File: config.mk
export PLATFORM = sky130hd
export DESIGN_NAME = spi_cmd_seq
export DESIGN_NICKNAME = d
export VERILOG_FILES = /design/src/rtl/spi_cmd_pkg.sv /design/src/rtl/spi_cmd_seq_wdog.sv /design/src/rtl/spi_cmd_seq.sv
export SDC_FILE = /design/constraint.sdc
export NUM_CORES = 1
export LEC_CHECK = 0
export ABC_AREA = 1
export CAP_MARGIN = 5
export CORE_AREA = 2 2 65 98
export CTS_CLUSTER_DIAMETER = 120
export DETAILED_ROUTE_END_ITERATION = 10
export DIE_AREA = 0 0 67 100
export PLACE_DENSITY = 0.69
export RECOVER_POWER = 25
export SYNTH_ARGS = -nofsm -noshare
export SYNTH_HDL_FRONTEND = slang
export SYNTH_SLANG_ARGS = --single-unit
File: constraint.sdc
create_clock -name clk -period 1.7 [get_ports clk]
set_input_delay 0.425 -clock clk [delete_from_list [all_inputs] [get_ports clk]]
set_output_delay 0.425 -clock clk [all_outputs]
set_load 0.05 [all_outputs]
File: src/rtl/spi_cmd_pkg.sv
// rtl/spi_cmd_pkg.sv - command codes, one-hot state encoding and command decode for spi_cmd_seq
package spi_cmd_pkg;

  localparam int unsigned CMD_NOP  = 0;
  localparam int unsigned CMD_FIFO = 1;
  localparam int unsigned CMD_RD   = 2;
  localparam int unsigned CMD_WR   = 3;

  localparam int IDLE_IDX = 0;
  localparam int RD_IDX   = 1;
  localparam int WR_IDX   = 2;
  localparam int FIFO_IDX = 3;

  typedef enum logic [3:0] {
    IDLE      = 4'(1 << IDLE_IDX),
    RD        = 4'(1 << RD_IDX),
    WR        = 4'(1 << WR_IDX),
    FIFO_SEND = 4'(1 << FIFO_IDX)
  } state_e;

  typedef enum logic [2:0] {
    K_NOP,
    K_FIFO,
    K_RD,
    K_WR,
    K_ILLEGAL
  } cmd_kind_e;

  function automatic cmd_kind_e decode_cmd(input logic [31:0] code);
    cmd_kind_e k;
    case (code)
      CMD_NOP:  k = K_NOP;
      CMD_FIFO: k = K_FIFO;
      CMD_RD:   k = K_RD;
      CMD_WR:   k = K_WR;
      default:  k = K_ILLEGAL;
    endcase
    return k;
  endfunction

endpackage

File: src/rtl/spi_cmd_seq_wdog.sv
// rtl/spi_cmd_seq_wdog.sv - spi_wdog: cycle watchdog, expire flags the cycle whose increment reaches TIMEOUT
module spi_wdog #(
  parameter int TIMEOUT = 1023
) (
  input  logic clk,
  input  logic rst,
  input  logic clr,
  input  logic en,
  output logic expire
);

  localparam int W = (TIMEOUT < 2) ? 1 : $clog2(TIMEOUT);
  localparam logic [W-1:0] LAST = W'((TIMEOUT == 0) ? 0 : TIMEOUT - 1);

  logic [W-1:0] cnt;

  always_ff @(posedge clk or posedge rst) begin
    if (rst) begin
      cnt <= '0;
    end else if (clr) begin
      cnt <= '0;
    end else if (en) begin
      cnt <= cnt + W'(1);
    end
  end

  // expire is independent of clr so the caller can derive clr from its next state without a loop
  assign expire = (TIMEOUT != 0) && en && (cnt == LAST);

endmodule

File: src/rtl/spi_cmd_seq.sv
// rtl/spi_cmd_seq.sv - SPI slave command sequencer: RD/WR strobes, channelled FIFO packets, abort and watchdog
module spi_cmd_seq
  import spi_cmd_pkg::*;
#(
  parameter int CMD_W   = 4,
  parameter int CNT_W   = 8,
  parameter int N_CH    = 4,
  parameter int CH_W    = (N_CH > 1) ? $clog2(N_CH) : 1,
  parameter int TIMEOUT = 1023
) (
  input  logic             clk,
  input  logic             rst,
  input  logic [CMD_W-1:0] cmd,
  input  logic             cmd_valid,
  input  logic [CH_W-1:0]  ch_sel,
  input  logic [CNT_W-1:0] pk_sz,
  input  logic             done,
  input  logic             abort,
  output logic             rd_select,
  output logic             wr_select,
  output logic [N_CH-1:0]  fifo_select,
  output logic             busy,
  output logic [CNT_W-1:0] words_left,
  output logic             cmd_err,
  output logic             timeout_err
);

  localparam logic [CH_W:0] N_CH_L = (CH_W + 1)'(N_CH);

  state_e           state, next_state;
  logic [CH_W-1:0]  ch_q, ch_next;
  logic [CNT_W-1:0] words_next;
  logic             err_next, tmo_next;
  logic             wd_clr, wd_en, wd_expire;
  cmd_kind_e        kind;

  assign kind = decode_cmd(32'(cmd));

  spi_wdog #(.TIMEOUT(TIMEOUT)) u_wdog (
    .clk    (clk),
    .rst    (rst),
    .clr    (wd_clr),
    .en     (wd_en),
    .expire (wd_expire)
  );

  assign wd_en  = (state != IDLE);
  assign wd_clr = done || (next_state != state);

  always_comb begin
    next_state = state;
    words_next = words_left;
    ch_next    = ch_q;
    err_next   = 1'b0;
    tmo_next   = timeout_err;
    case (state)
      IDLE: begin
        if (cmd_valid) begin
          case (kind)
            K_RD: begin
              next_state = RD;
              tmo_next   = 1'b0;
            end
            K_WR: begin
              next_state = WR;
              tmo_next   = 1'b0;
            end
            K_FIFO: begin
              if ({1'b0, ch_sel} >= N_CH_L) begin
                err_next = 1'b1;
              end else if (pk_sz != '0) begin
                next_state = FIFO_SEND;
                ch_next    = ch_sel;
                words_next = pk_sz;
                tmo_next   = 1'b0;
              end
            end
            K_ILLEGAL: err_next = 1'b1;
            default: ;
          endcase
        end
      end
      RD, WR, FIFO_SEND: begin
        // abort outranks done, which outranks the watchdog
        if (abort) begin
          next_state = IDLE;
          words_next = '0;
        end else if (done) begin
          if (state != FIFO_SEND || words_left <= CNT_W'(1)) begin
            next_state = IDLE;
            words_next = '0;
          end else begin
            words_next = words_left - CNT_W'(1);
          end
        end else if (wd_expire) begin
          next_state = IDLE;
          words_next = '0;
          tmo_next   = 1'b1;
        end
      end
      default: begin
        next_state = IDLE;
        words_next = '0;
      end
    endcase
  end

  always_ff @(posedge clk or posedge rst) begin
    if (rst) begin
      state       <= IDLE;
      ch_q        <= '0;
      words_left  <= '0;
      cmd_err     <= 1'b0;
      timeout_err <= 1'b0;
      rd_select   <= 1'b0;
      wr_select   <= 1'b0;
      fifo_select <= '0;
      busy        <= 1'b0;
    end else begin
      state       <= next_state;
      ch_q        <= ch_next;
      words_left  <= words_next;
      cmd_err     <= err_next;
      timeout_err <= tmo_next;
      rd_select   <= (next_state == RD);
      wr_select   <= (next_state == WR);
      fifo_select <= (next_state == FIFO_SEND) ? (N_CH'(1) << ch_next) : '0;
      busy        <= (next_state != IDLE);
    end
  end

endmodule

==> flow_metrics.tcl <==
set metrics [dict create \
    drtPass1Iterations 4 \
    fp.dieArea_sq_um 6700 \
    wire_per_inst_um 12.9 \
    pin_count 36 \
    slew_headroom_pct 44.7 \
    stdcell_area_sq_um 3230 \
    cp_data_required_time_ns 1.94 \
    seq_area_sq_um 835 \
    p_total_mw 4.60 \
    fin_tns_setup_ns -0.226 \
    grt_first_pass_wirelength_mm 8.44 \
    diodes 0 \
    clock_skew_ns 0.0108 \
    p_int_mw 2.64 \
    worstHoldPathCells 5 \
    drive_gt1_share_pct 46.7 \
    min_from "pk_sz[2]" \
    status "finished, violations left" \
    worst_slack_ns -0.0449 \
    multi_input_area_sq_um 1280 \
    grt_use_total_pct 16.5 \
    grt_overflow 0 \
    cp_max_fo 5 \
    syn-instance-count 244 \
    clkLatencyLatePin_ns 0.30 \
    cts-root-buf "clkbuf_8" \
    gp_congestion 0.868 \
    ir_drop_mv 0.874 \
    setup_viol 10 \
    synth-seq-cells 33 \
    routed_via_density 4.77 \
    post-dp-hpwl_mm 3.70 \
    p_per_area_nw_per_um2 1430 \
    synth_area_sq_um 2010 \
    reg2reg_depth 10 \
    comb_power_share_pct 58.6 \
    rows 35 \
    timing.rr.end "u_wdog.cnt[3]$_DFFE_PP0P_" \
    grt_max_degree 34 \
    yosysUniqueCellTypes 33 \
    fillCellCount 546 \
    final_cell_mix "buf_4, nand2_1, dfrtp_1" \
    die_h_um 100 \
    p_leak_nw 1.51 \
    initial_core_util_pct 33.8 \
    maxCapViolations 0 \
    fmax_mhz 573 \
    worstMarginPinSlew_ns 0.829 \
    hold_path_class "in2reg" \
    clockBufferDepth 2 \
    crit_type "reg2reg" \
    ys_seq_area_share_pct 41.1 \
    cts-buffers-inserted 5 \
    io_buffer_count 35 \
    failed_checks "setup timing" \
    switching_share_pct 42.7 \
    period_needed_ns 1.74 \
    yosys_warnings 0 \
    die_x_um 67 \
    dpl_cell_area_sq_um 2800 \
    path_clk_slew_ns 0.08 \
    synth_fp_nets 267 \
    hold_ws_ns 0.493 \
    p_sw_mw 1.96 \
    route.detailed.drc 0 \
    r2r_start "state[0]$_DFF_PP1_" \
    endpoint_kind "register" \
    nets 356 \
    fin_util_pct 54.2 \
    wl_mm 5.26 \
    syn_area_per_cell_sq_um 8.26 \
    h-tree-depth 2 \
    rsz0062_at_grt "yes" \
    power.share.clock_pct 17.1 \
    holdPathEnd "words_left[2]$_DFFE_PP0P_" \
    drtIter0Drc 73 \
    cts_sinks 33 \
    ant_nets 0 \
    area_growth_pct 60.2 \
    worstSetupStartpointType "register" \
    core_area_sq_um 5960 \
    reg2reg_slack_ns -0.04 \
    power_frac_seq_pct 24.2 \
    hold_viol 0 \
    antenna_found_initial 0 \
    worstPathArrival_ns 1.98 \
    final_max_slew_viol_count 0 \
    layout_commonest_cell "buf_4" \
    vias 1946 \
    tritoncts "yes" \
    grt_pass1_vias 1890 \
    period_share_pct 103 \
]
==> logic make-up (layout without fill, tap and decap cells) <==
logic type / after synthesis / in the layout / synth area share [%]
buf+inv: 31 / 120 / 6.02
simple gates: 131 / 132 / 34.9
flops: 33 / 33 / 41.1
mux: 1 / 1 / 0.683
compound gates: 29 / 29 / 8.32
fa+ha+maj: 4 / 4 / 2.48
xor+xnor: 15 / 15 / 6.52
==> stage by stage <==
stage          setup slack, ns  instances
6_report               -0.0449        408
5_1_grt                 -0.154        408
4_1_cts                -0.0197        401
3_5_place_dp            -0.451        384
3_3_place_gp            -0.454        384
2_1_floorplan          -0.0319        244
==> worst max-delay path by stage <==
stage / start / endpoint / slack (ns)
after detailed placement: cmd[3] / u_wdog.cnt[5]$_DFFE_PP0P_ / -0.45
after floorplan: words_left[1]$_DFFE_PP0P_ / u_wdog.cnt[0]$_DFFE_PP0P_ / -0.03
after global routing: state[0]$_DFF_PP1_ / u_wdog.cnt[3]$_DFFE_PP0P_ / -0.15
after global placement: cmd[3] / u_wdog.cnt[1]$_DFFE_PP0P_ / -0.45
after CTS: state[0]$_DFF_PP1_ / u_wdog.cnt[6]$_DFFE_PP0P_ / -0.02
final: state[0]$_DFF_PP1_ / u_wdog.cnt[3]$_DFFE_PP0P_ / -0.04
==> area by class of cell <==
| class | count | share of cell area [%] |
|---|---|---|
| inverter | 29 | 3.68 |
| timing repair inverter | 1 | 0.194 |
| sequential | 33 | 25.9 |
| multi-input combinational | 181 | 39.6 |
| tap | 74 | 2.87 |
| timing repair buffer | 82 | 24.1 |
| clock buffer | 6 | 2.56 |
| clock inverter | 2 | 1.16 |
==> metal layers <==
layer | wire length, um | track usage [%] | up-vias
met3 | 153 | 3.14 | 11
met1 | 2050 | 18.4 | 926
met2 | 2940 | 29.6 | 42
met5 | 0 | 0 | -
met4 | 120 | 7.06 | 0
li1 | - | - | 967
==> power groups by stage <==
| stage | registers [mW] | logic, mW | clock network [mW] |
|---|---|---|---|
| after floorplan | 1.44 | 1.01 | 0 |
| after global placement | 1.11 | 2.24 | 0 |
| after detailed placement | 1.12 | 2.26 | 0 |
| after CTS | 1.11 | 2.49 | 0.795 |
| after global routing | 1.13 | 2.90 | 0.835 |
| final | 1.11 | 2.70 | 0.789 |
==> state kept, by name, indices dropped and copies added (netlist names), 2 cells and up <==
| signal | flops |
|---|---|
| ch_q | 2 |
| fifo_select | 4 |
| words_left | 8 |
| state | 4 |
| u_wdog.cnt | 10 |
==> critical path, stage by stage (launching register included) <==
cell and delay, ns:
dfstp_2 0.58, inv_2 0.06, nor2_4 0.10, nand2_4 0.10
nor2_8 0.16, nand4_4 0.11, nand3_2 0.08, nand3_2 0.08
nor2_4 0.19, nand2_4 0.11, nor2_4 0.11
==> synth_stat cells, drive strengths merged <==
cell / instances / area, sq um
a21oi: 3 / 18.8
a31oi: 1 / 6.26
buf: 2 / 12.5
dfrtp: 32 / 801
dfstp: 1 / 26.3
ha: 4 / 50.1
inv: 29 / 109
mux2i: 1 / 13.8
nand2: 59 / 256
nand3: 20 / 148
nand3b: 1 / 7.51
nand4: 6 / 43.8
nor2: 39 / 218
nor3: 6 / 30.0
o2111ai: 1 / 8.76
o21ai: 22 / 118
o22a: 1 / 8.76
o31ai: 1 / 7.51
xnor2: 3 / 26.3
xor2: 12 / 105
==> what timing repair did <==
action / in CTS / in global routing
pin swaps: 12 / 21
gates cloned: 1 / 1
hold buffers: 0 / 0
resized for setup: 35 / 27
setup buffers: 8 / 6
endpoints found under the setup margin: 23 / 23
Note: power is estimated with default switching activity, not from simulation.
